--- config.mk ---
export PLATFORM = sky130hd
export DESIGN_NAME = datapath_test_sequencer
export DESIGN_NICKNAME = d
export VERILOG_FILES = /design/src/rtl/datapath_test_sequencer.sv
export SDC_FILE = /design/constraint.sdc
export NUM_CORES = 1
export LEC_CHECK = 0
export CAP_MARGIN = 25
export CORE_ASPECT_RATIO = 1.4
export CORE_MARGIN = 4
export CORE_UTILIZATION = 30
export CTS_BUF_LIST = sky130_fd_sc_hd__clkbuf_4 sky130_fd_sc_hd__clkbuf_8 sky130_fd_sc_hd__clkbuf_16
export CTS_CLUSTER_DIAMETER = 150
export DETAILED_ROUTE_END_ITERATION = 7
export GPL_ROUTABILITY_DRIVEN = 1
export PLACE_DENSITY_LB_ADDON = 0.25
export SLEW_MARGIN = 30
export SYNTH_ARGS = -nofsm -noshare
export SYNTH_HDL_FRONTEND = slang
export SYNTH_SLANG_ARGS = --single-unit
--- constraint.sdc ---
create_clock -name clk -period 10.8 [get_ports clk]
set_input_delay 3.24 -clock clk [delete_from_list [all_inputs] [get_ports clk]]
set_output_delay 3.24 -clock clk [all_outputs]
set_load 0.05 [all_outputs]
--- src/rtl/datapath_test_sequencer.sv ---
// datapath_test_sequencer
// Programmable micro-op sequencer for the regfile/ALU datapath. Micro-ops are
// loaded into a small memory and then issued, either back-to-back (run mode)
// or one per step pulse (step mode). CHECK ops compare the ALU result bus
// against an expected value and keep a saturating mismatch count plus the pc
// of the first mismatch.
module datapath_test_sequencer #(
    parameter int DATA_W = 16,
    parameter int NREG = 16,
    parameter int RA_W = 4,
    parameter int DEPTH = 32,
    parameter int PC_W = 5,
    parameter logic [3:0] NOP_OPCODE = 4'h0,
    parameter int INSTR_W = 2 + 3*RA_W + 2 + 4 + 1 + DATA_W
) (
    input  logic               clk,
    input  logic               rst,
    input  logic               load_en,
    input  logic [PC_W-1:0]    load_addr,
    input  logic [INSTR_W-1:0] load_data,
    input  logic               start,
    input  logic               step_mode,
    input  logic               step,
    input  logic [DATA_W-1:0]  alu_result,
    output logic [NREG-1:0]    reg_en,
    output logic [RA_W-1:0]    reg_a,
    output logic [RA_W-1:0]    reg_b,
    output logic [DATA_W-1:0]  imm,
    output logic [1:0]         b_sel,
    output logic [3:0]         opcode,
    output logic               flag_en,
    output logic               busy,
    output logic               done,
    output logic               pass,
    output logic [7:0]         fail_count,
    output logic [PC_W-1:0]    fail_pc
);

    localparam int FLAG_BIT = DATA_W;
    localparam int OPC_LSB  = DATA_W + 1;
    localparam int BSEL_LSB = DATA_W + 5;
    localparam int RB_LSB   = DATA_W + 7;
    localparam int RA_LSB   = RB_LSB + RA_W;
    localparam int DST_LSB  = RA_LSB + RA_W;
    localparam int KIND_LSB = DST_LSB + RA_W;
    localparam logic [PC_W-1:0] LAST_PC = PC_W'(DEPTH - 1);

    typedef enum logic [1:0] {
        S_IDLE,
        S_RUN,
        S_STEP_WAIT,
        S_DONE
    } state_t;

    state_t state;
    state_t state_next;

    logic [INSTR_W-1:0] mem [DEPTH];
    logic [PC_W-1:0]    pc;
    logic               fail_seen;

    logic [INSTR_W-1:0] instr;
    logic [1:0]         op_kind;
    logic [RA_W-1:0]    op_dst;
    logic [RA_W-1:0]    op_ra;
    logic [RA_W-1:0]    op_rb;
    logic [1:0]         op_bsel;
    logic [3:0]         op_opc;
    logic               op_flag;
    logic [DATA_W-1:0]  op_imm;
    logic [NREG-1:0]    dst_onehot;

    logic issue;
    logic is_exec;
    logic is_check;
    logic is_halt;
    logic check_fail;
    logic can_start;

    assign instr   = mem[pc];
    assign op_kind = instr[KIND_LSB +: 2];
    assign op_dst  = instr[DST_LSB +: RA_W];
    assign op_ra   = instr[RA_LSB +: RA_W];
    assign op_rb   = instr[RB_LSB +: RA_W];
    assign op_bsel = instr[BSEL_LSB +: 2];
    assign op_opc  = instr[OPC_LSB +: 4];
    assign op_flag = instr[FLAG_BIT];
    assign op_imm  = instr[DATA_W-1:0];

    assign is_exec  = (op_kind == 2'b00);
    assign is_check = (op_kind == 2'b01);
    assign is_halt  = op_kind[1];

    assign can_start = (state == S_IDLE) || (state == S_DONE);
    assign busy      = (state == S_RUN) || (state == S_STEP_WAIT);
    assign done      = (state == S_DONE);
    assign pass      = done && (fail_count == 8'd0);

    // Micro-op memory; writes are only accepted while the sequencer is not busy.
    always_ff @(posedge clk) begin
        if (load_en && can_start && (int'(load_addr) < DEPTH)) begin
            mem[load_addr] <= load_data;
        end
    end

    // Issue decode, control bus generation and next-state selection.
    always_comb begin
        issue      = !rst && ((state == S_RUN) || ((state == S_STEP_WAIT) && step));
        dst_onehot = (int'(op_dst) < NREG) ? ({{(NREG-1){1'b0}}, 1'b1} << op_dst) : '0;
        reg_en     = '0;
        reg_a      = '0;
        reg_b      = '0;
        imm        = '0;
        b_sel      = 2'b00;
        opcode     = NOP_OPCODE;
        flag_en    = 1'b0;
        check_fail = 1'b0;
        state_next = state;

        // A CHECK's imm field is the expected value, not an operand, so the imm bus stays 0.
        if (issue && !is_halt) begin
            reg_a  = op_ra;
            reg_b  = op_rb;
            b_sel  = op_bsel;
            opcode = op_opc;
            if (is_exec) begin
                reg_en  = dst_onehot;
                imm     = op_imm;
                flag_en = op_flag;
            end
            if (is_check && (alu_result != op_imm)) begin
                check_fail = 1'b1;
            end
        end

        case (state)
            S_IDLE, S_DONE: begin
                if (start) begin
                    state_next = step_mode ? S_STEP_WAIT : S_RUN;
                end
            end
            S_RUN, S_STEP_WAIT: begin
                if (issue && (is_halt || (pc == LAST_PC))) begin
                    state_next = S_DONE;
                end
            end
            default: state_next = S_IDLE;
        endcase
    end

    // State, program counter and CHECK bookkeeping.
    always_ff @(posedge clk) begin
        if (rst) begin
            state      <= S_IDLE;
            pc         <= '0;
            fail_count <= 8'd0;
            fail_pc    <= '0;
            fail_seen  <= 1'b0;
        end else begin
            state <= state_next;
            if (can_start && start) begin
                pc         <= '0;
                fail_count <= 8'd0;
                fail_pc    <= '0;
                fail_seen  <= 1'b0;
            end else begin
                if (issue && !is_halt && (pc != LAST_PC)) begin
                    pc <= pc + 1'b1;
                end
                if (check_fail) begin
                    if (fail_count != 8'hFF) begin
                        fail_count <= fail_count + 8'd1;
                    end
                    if (!fail_seen) begin
                        fail_seen <= 1'b1;
                        fail_pc   <= pc;
                    end
                end
            end
        end
    end

endmodule
==> impl_results.md, run 1 <==
- Run status: finished clean
- Req. time, crit path: between 7 and 8 ns
- RD Place Congestion: 0.781
- Reg-to-Reg End: fail_pc[0]$_SDFFE_PP0P_
- Initial antenna violation count: 16
- Hold Path End: fail_seen$_SDFFE_PP0P_
- Hold Startpoint: fail_seen$_SDFFE_PP0P_
- Port buffer count: between 100 and 150
- CTS Buf Count: 121
- Core area: 0.157 mm^2
- Hold-critical path depth: 2
- Syn Area/Cell: roughly 21 um^2
- Post-CTS setup buffers: 0
- Layout net count: 2547
- Most common cell in the netlist: edfxtp_1
- CTS HTree Levels: 3
- Vias per cell: 4.98
- YS warnings: 0
- Adder-cell share of the synthesized area: 0.00186
- CP Data Arrival Time: 5.94 ns
- Remaining Overflow, GRT: 0
- Relative slew margins: 0.310
- Fill cell count: roughly 15000
- Max_cap viols: 0
- Commonest cells in the netlist: 1184 x edfxtp_1, 234 x mux4_2, 224 x mux2i_1
- Hold/Removal Path Class: register to register
- Synth Net Count: 2344
- Die area: 0.164 mm^2
- Tmin final: 9.18 ns
- DRT iter0 DRCs: 2371
- Flop-to-flop setup slack: 5.66 ns
- Top cells by area, synth: edfxtp_1 75%, mux4_2 11%, mux2i_1 4.7%
- Compound-cell area share of the yosys netlist: 0.0241
- Total Routing Usage GR: 0.156
- CP top delay family: buffers and inverters
- Ys async rst share: 0
- Setup violators final: 0
- Unrepaired setup endpoints after global routing: no
- Global-route wire length before repair: 183000 um
- Final Cell Area: 0.0553 mm^2
- Clock Pin Slew Worst Setup and Hold Paths: 0.06 ns
- Worst Reg-to-Reg Cells: 12
- EDFF count, synth: 1184
- Pint: 0.00774 W
- DP Wirelength: 68100 um
- Drt wl/cell: 27.7 um
- Post-synthesis mux area share: 0.164
- Sum Neg Setup Slack: 0 ns
- Hold_buf cts: 0
- Seq/Total Area, Yosys: 0.764
- Pins Over Slew Limit: 0
- Slowest CP cell: clkdlybuf4s50_1
- Final hold violation count: 0
- Vias: roughly 23000
- Switching power: 0.00195 W
- Setup CP Type: primary input to output pin
- Worst-margin pin slew: just over 1 ns
- Startpoint types: primary input
- DR pass1 iterations: 5
- Yosys top cell by area: edfxtp_1
- Largest family of logic cells by synthesized area: multiplexers
- Root cell of the clock tree: clkbuf_16
- Ratio of final minimum period to clock period: 0.850
- Post-CTS Resized: 0
- Netlist cell types: 57
- Synth Cell Area: between 0.04 and 0.05 mm^2
- Register area: 0.0361 mm^2
- Combinational Power Share: 0.033
- Worst vdd ir: 0.132 mV
- DRT antenna net count: 0
- Cell area power density: 175 mW/mm^2
- Top FF cell, synth: edfxtp_1
- Critical Path Sink Type: output pin
- Sink Count: 1210
- Multi-input gate area: roughly 0.011 mm^2
- WL final: approximately 130000 um
- Worst path max stage delay: 0.82 ns
- Clk_skew: about 0.014 ns
- Worst-Skew Late Latency: ~0.7 ns
- I/O pin count: 127
- Cell chain of the critical path: clkdlybuf4s50_1, nor2_1, nand3_1, buf_4, or2_1, nor2_1, clkdlybuf4s50_1
- Share of post-route cells with drive strength above 1: 0.228
- Crit-path max FO: 18
- Effective utilization at floorplan: 0.301
- Post-Synth Simple-Gate Area: 0.0290
- Max clock buf depth: 3
- Vias in the first global route: around 24000
- Clk pwr share: 0.430
- Placed Area: 0.0514 mm^2
- DRC viols: 0
- Lkg Pwr: 16.3 nW
- Buf/Inv on CP: 3
- Post-Syn Instances: 2273
- Row count: 172
- Switching part of the total: 0.201
- Die H: ~480 um
- #FFs+latches synth: 1210
- Fmax: between 0.1 and 0.15 GHz
- Synth Area in XOR/XNOR: 0.00223
- Seq pwr share: 0.537
- Syn-to-layout area delta: 17.1%
- Largest net degree at the start of global routing: about 140
- Die X: 343 um
- CTS tree: done
- Synth top area share: 0.753
## metal layers
metal  vias to the layer above  part of all wire  global-route usage
met2                       723              0.51               0.268
met4                         8             0.024              0.0446
met1                     12509              0.42               0.206
li1                       9807                 -                   -
met3                       173             0.055              0.0236
met5                         -           0.00043                   0
## worst register-to-register path, cell delays in order, from the launching register on
cell and delay, ns:
dfxtp_4 0.71, buf_12 0.67, buf_4 0.71, mux2i_1 0.32, a22oi_1 0.11, nand3_1 0.12, o31ai_1 0.15, or3_1 0.37
a221o_1 0.40, or4b_1 0.67, o31ai_4 0.48, nor2_1 0.13, a31o_1 0.20
## registers in the layout, indices dropped and copies added (netlist names), named ones only
name,count
fail_count,8
fail_pc,5
mem,1184
fail_seen,1
pc,5
state,2
## power by group through the flow
| stage | Sequential (W) | Combinational [W] | Clock, W |
|---|---|---|---|
| after detailed placement | 0.00531 | 0.000326 | 0 |
| after floorplan | 0.00530 | 0.000153 | 0 |
| after CTS | 0.00521 | 0.000327 | 0.00425 |
| after global routing | 0.00520 | 0.000340 | 0.00447 |
| final | 0.00520 | 0.000316 | 0.00416 |
| after global placement | 0.00530 | 0.000313 | 0 |
## placed cells by master, fill, tap and decap left out, types with 9 or more instances in the layout
cell type,count
nand3_1,32
nor2_4,33
nor2_1,77
nand2_1,76
clkbuf_16,125
clkdlybuf4s50_1,89
mux4_2,234
clkinv_1,25
dfxtp_1,21
a22oi_1,70
a21oi_1,26
nor2b_1,15
buf_16,9
bufinv_16,10
clkinv_2,17
clkbuf_4,31
edfxtp_1,1184
xnor2_1,9
buf_2,37
a211oi_1,11
mux2i_1,224
buf_4,44
o31ai_1,14
inv_1,9
## kinds of logic (layout without fill, tap and decap cells)
family / count (synthesis) / after routing
AOI/OAI and AO/OA: 157 / 157
xor gates and xnor gates: 12 / 12
adders and majority gates: 7 / 7
buffers and inverters: 125 / 423
DFF: 1210 / 1210
muxes: 468 / 468
other: 0 / 4
and+or+nand+nor: 294 / 294
## layout make-up
class	count	share of cell area
Clock inverter	58	0.00960
Inverter	11	0.000747
Antenna cell	4	0.000181
Sequential cell	1210	0.653
Tap cell	2088	0.0473
Multi-Input combinational cell	938	0.193
Timing Repair Buffer	194	0.0342
Clock buffer	160	0.0618
## through the flow
stage | power (W) | worst slack, ns | util | cells | hold slack, ns
final | 0.00968 | 1.62 | 0.353 | 4663 | 0.477
after detailed placement | 0.00563 | 1.53 | 0.328 | 4438 | 0.466
after CTS | 0.00979 | 1.53 | 0.353 | 4656 | 0.482
after floorplan | 0.00546 | 2.74 | - | 2273 | 0.441
after global placement | 0.00562 | 1.61 | 0.326 | 4426 | 0.455
after global routing | 0.0100 | 1.49 | 0.353 | 4659 | 0.520
## worst max-delay path by stage
stage	to	cells past startpoint	slack, ns	startpoint
2_1_floorplan	reg_en[10]	6	2.74	step
3_3_place_gp	reg_en[8]	8	1.61	step
3_5_place_dp	reg_en[12]	7	1.53	rst
4_1_cts	reg_en[12]	7	1.53	rst
5_1_grt	reg_en[12]	7	1.49	rst
6_report	reg_en[12]	7	1.62	rst
No activity file was read; power rests on OpenSTA's default activity.
==> run 2, diff against run 1 <==
CTS_CLUSTER_SIZE = 40   (was unset)
TNS_END_PERCENT = 10   (was unset)
==> impl_results.md, run 2 (synthesis gave the netlist of run 1 again) <==
- Run status: finished clean (unchanged)
- RD Place Congestion: 0.781 (unchanged)
- Ratio of final minimum period to clock period: 0.850 (about the same)
- CP Data Arrival Time: 5.93 ns (was 5.94 ns)
- Post-CTS Resized: 0 (unchanged)
- Clk_skew: 0.0697 ns (was 0.0136 ns)
- Largest register by flop count: mem (unchanged)
- Max_cap viols: 0 (unchanged)
- Clock Pin Slew Worst Setup and Hold Paths: 0.15 ns (was 0.06 ns)
- Effective utilization at floorplan: 0.301 (unchanged)
- Vias in the first global route: 23120 (was 24143)
- CTS HTree Levels: 2 (was 3)
- Largest net degree at the start of global routing: 138 (unchanged)
- Startpoint types: primary input (unchanged)
- Total power: 0.00752 W (was 0.00968 W)
- Die area: 0.164 mm^2 (unchanged)
- Final Cell Area: 0.0524 mm^2 (was 0.0553 mm^2)
- Max clock buf depth: 3 (unchanged)
- Hold Startpoint: fail_seen$_SDFFE_PP0P_ (unchanged)
- I/O pin count: 127 (unchanged)
- Syn-to-layout area delta: 11.0% (was 17.1%)
- Pre-CTS setup slack: 1.53 ns (unchanged)
- DP Wirelength: 68100 um (unchanged)
- WL final: 127000 um (was 129000 um)
- Post-CTS setup buffers: 0 (unchanged)
- Setup CP Type: primary input to output pin (unchanged)
- Placed Area: 0.0514 mm^2 (unchanged)
- Core area: 0.157 mm^2 (unchanged)
- Req. time, crit path: 7.56 ns (about the same)
- Share of post-route cells with drive strength above 1: 0.185 (was 0.228)
- Max FFs per register: 1184 (unchanged)
- Die H: 477 um (unchanged)
- Row count: 172 (unchanged)
- Combinational Power Share: 0.042 (was 0.033)
- Remaining Overflow, GRT: 0 (unchanged)
- Critical Path Sink Type: output pin (unchanged)
- Worst-margin pin slew: 1.03 ns (was 1.04 ns)
- Pins Over Slew Limit: 0 (unchanged)
- DRT iter0 DRCs: 2426 (was 2371)
- DRC viols: 0 (unchanged)
- Die X: 343 um (unchanged)
- Global-route wire length before repair: 178000 um (was 183000 um)
- Pint: 0.00597 W (was 0.00774 W)
- Switching power: 0.00155 W (was 0.00195 W)
- Largest regs: mem x1184, fail_count x8 (unchanged)
- Total Routing Usage GR: 0.152 (was 0.156)
- Layout net count: 2463 (was 2547)
- Most common cell after layout, fill and taps aside: edfxtp_1 (unchanged)
- Most frequent cells in the layout: 1184 x edfxtp_1, 234 x mux4_2, 224 x mux2i_1, 91 x clkdlybuf4s50_1, 77 x nor2_1 (was 1184 x edfxtp_1, 234 x mux4_2, 224 x mux2i_1, 125 x clkbuf_16, 89 x clkdlybuf4s50_1)
- Seq pwr share: 0.691 (was 0.537)
- Sum Neg Setup Slack: 0 ns (unchanged)
- DR pass1 iterations: 5 (unchanged)
- Cell area power density: 144 mW/mm^2 (was 175 mW/mm^2)
- Hold_buf cts: 0 (unchanged)
- Fmax: 0.109 GHz (about the same)
- Drt wl/cell: 28.3 um (was 27.7 um)
- Final worst setup slack: 1.63 ns (was 1.62 ns)
- Lkg Pwr: 14.8 nW (was 16.3 nW)
- Final hold violation count: 0 (unchanged)
- Placed insts: 4438 (unchanged)
- Crit-path max FO: 18 (unchanged)
- Worst vdd ir: 0.0940 mV (was 0.132 mV)
- Worst-Skew Late Latency: 0.65 ns (was 0.70 ns)
- Critical path startpoint: rst (unchanged)
- Sink Count: 1210 (unchanged)
- Initial antenna violation count: 16 (unchanged)
- Vias per cell: 5.04 (was 4.98)
- Hold/Removal Path Class: register to register (unchanged)
- Unrepaired setup endpoints after global routing: no (unchanged)
- Relative slew margins: 0.313 (was 0.310)
- Setup violators final: 0 (unchanged)
- Switching part of the total: 0.206 (was 0.201)
- Finished Layout Cells: 4499 (was 4663)
- Vias: 22676 (was 23220)
- DRT antenna net count: 0 (unchanged)
- CTS tree: done (unchanged)
- Tmin final: 9.17 ns (was 9.18 ns)
- CTS Buf Count: 36 (was 121)
- Port buffer count: 126 (unchanged)
- Clk pwr share: 0.267 (was 0.430)
- Root cell of the clock tree: clkbuf_16 (unchanged)
-- run 2: changes by cell type in the layout (fill, tap and decap cells not counted), sizes merged --
cell,change
clkinvlp,-3
inv,-4
bufinv,-10
clkdlybuf4s50,+2
clkbuf,-108
clkinv,-40
diode,+1
buf,-2
-- run 2: power by group through the flow --
stage	registers [W]	logic, W	clock network (W)
4_1_cts	0.00520	0.000327	0.00208
5_1_grt	0.00520	0.000341	0.00223
2_1_floorplan	0.00530	0.000153	0
3_3_place_gp	0.00530	0.000313	0
6_report	0.00520	0.000316	0.00201
3_5_place_dp	0.00531	0.000326	0
-- run 2: metrics by stage --
stage	hold slack [ns]	util
final	0.496	0.335
after global routing	0.531	0.334
after CTS	0.499	0.335
after detailed placement	0.466	0.328
after global placement	0.455	0.326
after floorplan	0.441	-
-- run 2: routing by layer --
layer	vias up	share of wire	global-route usage
li1	9519	-	-
met1	12389	0.42	0.206
met2	652	0.51	0.265
met3	108	0.051	0.0179
met4	8	0.018	0.0294
met5	-	0.00044	0
-- run 2: cell type report --
type	instances	area, um^2
fillers	14872	104000
flip-flops and latches	1210	36100
multi-input cells	938	10700
well taps	2088	2610
repair buffers	195	1920
clock buffers	51	1030
inverters	11	41.3
clock inverters	1	30.0
diodes	5	12.5
-- run 2: final timing paths --
check | end | slack (ns) | cells after the start
max reg2reg | fail_pc[0]$_SDFFE_PP0P_ | 5.61 | 12
min reg2reg | fail_seen$_SDFFE_PP0P_ | 0.50 | 2
min | fail_seen$_SDFFE_PP0P_ | 0.50 | 2
max | reg_en[12] | 1.63 | 7
-- run 2: worst max-delay path, cell delays in order --
cell and delay (ns):
clkdlybuf4s50_1 0.50, nor2_1 0.49, nand3_1 0.13, buf_4 0.24
or2_1 0.35, nor2_1 0.16, clkdlybuf4s50_1 0.82
==> RTL change (settings of run 2) <==
The parameter `NREG` goes from 16 to 15.
--- a/src/rtl/datapath_test_sequencer.sv
+++ b/src/rtl/datapath_test_sequencer.sv
@@ -8,3 +8,3 @@
     parameter int DATA_W = 16,
-    parameter int NREG = 16,
+    parameter int NREG = 15,
     parameter int RA_W = 4,
Interface: changed (resized reg_en); port bits go from 127 to 126. No check against the original RTL was run, so the function may have changed too.
==> RTL change against run 2 <==
- design area fell by 0.67%
- count of clock-buffer cells in the layout shrank 8
- setup slack got worse by 0.22 ns
- sequential power barely moved
- register-to-register slack lost 0.36 ns
- sequential cell count unchanged
- synthesized area decreased by 0.63%
- total power down 0.28%
- wire length decreased by 3.6%
- first-iteration DRC count is 11% lower
- largest power group unchanged
- highest routed layer unchanged
==> RTL change: results <==
[placed_design]
place_ws_ns = 1.36
dpl_cell_area_um2 = 51200
hpwlAfterDp_um = 66400
portBuffers = 125
gp_congestion = 0.784
dp.cells = 4430

[hold_path]
worstHoldEndpoint = "fail_pc[0]$_SDFFE_PP0P_"
hold_start = "fail_pc[0]$_SDFFE_PP0P_"

[synthesis]
ys_types = 46
synthXorXnorAreaFrac_pct = 0.355
syn_nets = 2354
synth_cells = 2283
synth_common_cells = "1184 x edfxtp_1, 272 x mux2i_1, 220 x mux4_2"
synthTopCellsByArea = "edfxtp_1 76%, mux4_2 11%, mux2i_1 5.8%, a22oi_1 1.5%, dfxtp_1 1.1%"
yosys.area_share.adder_pct = 0.187
seq_area_frac_synth_pct = 76.9
synth_compound_area_share_pct = 2.28
synth_mux_area_share_pct = 16.4

[pwr]
internal_power_mw = 5.96
leakagePower_nw = 14.8
ir_worst_vdd_mv = 0.104
p_total_mw = 7.50

[detailed_routing]
drtIter0Drc = 2164
via_count = 22100
m1WireLength_um = 50700
first_pass_iters = 7
wl_met2_um = 64700
met3_length_um = 5030
routed_via_density = 4.94
wirelength_um = 123000
top_layer_used = "met5"

[global_route]
grt_max_degree = 111
met1_usage_pct = 18.9
grt_pass1_vias = 22700
use_met3_pct = 1.76
grt_pass1_wl_um = 172000
antenna_found_initial = 14
grt_use_met2_pct = 27.0
grt_usage_pct = 14.7

[clock_network]
cts_max_path_buffers = 3
postCtsSetupBuffers = 0

[cells_and_area]
drive_above_1_share_pct = 17.5
fillCellCount = 14600
nets = 2464

[worst_setup_path]
arrival_ns = 6.16
reg2reg_depth = 11
endpoint = "reg_en[3]"
r2r_setup_slack_ns = 5.25
r2r-end = "fail_pc[4]$_SDFFE_PP0P_"

[status]
status = "complete, no violations"

[sta]
layout_setup_ws_ns = 1.40
hold_slack_ns = 0.474
clock-skew-final_ns = 0.0480
==> RTL change: cell count changes in the layout (fill, tap and decap cells not counted), moves of 8 or more <==
cell and delta:
mux2i_1 +48, a22oi_1 +22, nor2_1 -17, mux4_2 -14, o31ai_1 -14, o22ai_1 +12, a211oi_1 -10, nand2_1 +10
a21oi_1 +9, clkbuf_4 -9, xor2_1 +8
==> RTL change: worst max-delay path, stage by stage <==
cell	delay, ns
clkdlybuf4s50_1	0.51
nor2_1	0.24
nand3_1	0.65
nor2b_1	0.36
nand2_1	0.14
nor2_1	0.17
clkdlybuf4s50_1	0.84
==> RTL change: cell type report <==
cell class / instances / area (µm²) / share of cell area, %
Antenna cell: 3 / 7.51 / 0.0144
Tap cell: 2076 / 2600 / 4.99
Clock inverter: 2 / 46.3 / 0.0889
Timing Repair Buffer: 191 / 1770 / 3.40
Inverter: 7 / 26.3 / 0.0505
Multi-Input combinational cell: 947 / 10500 / 20.2
Clock buffer: 43 / 988 / 1.90
Sequential cell: 1210 / 36100 / 69.3
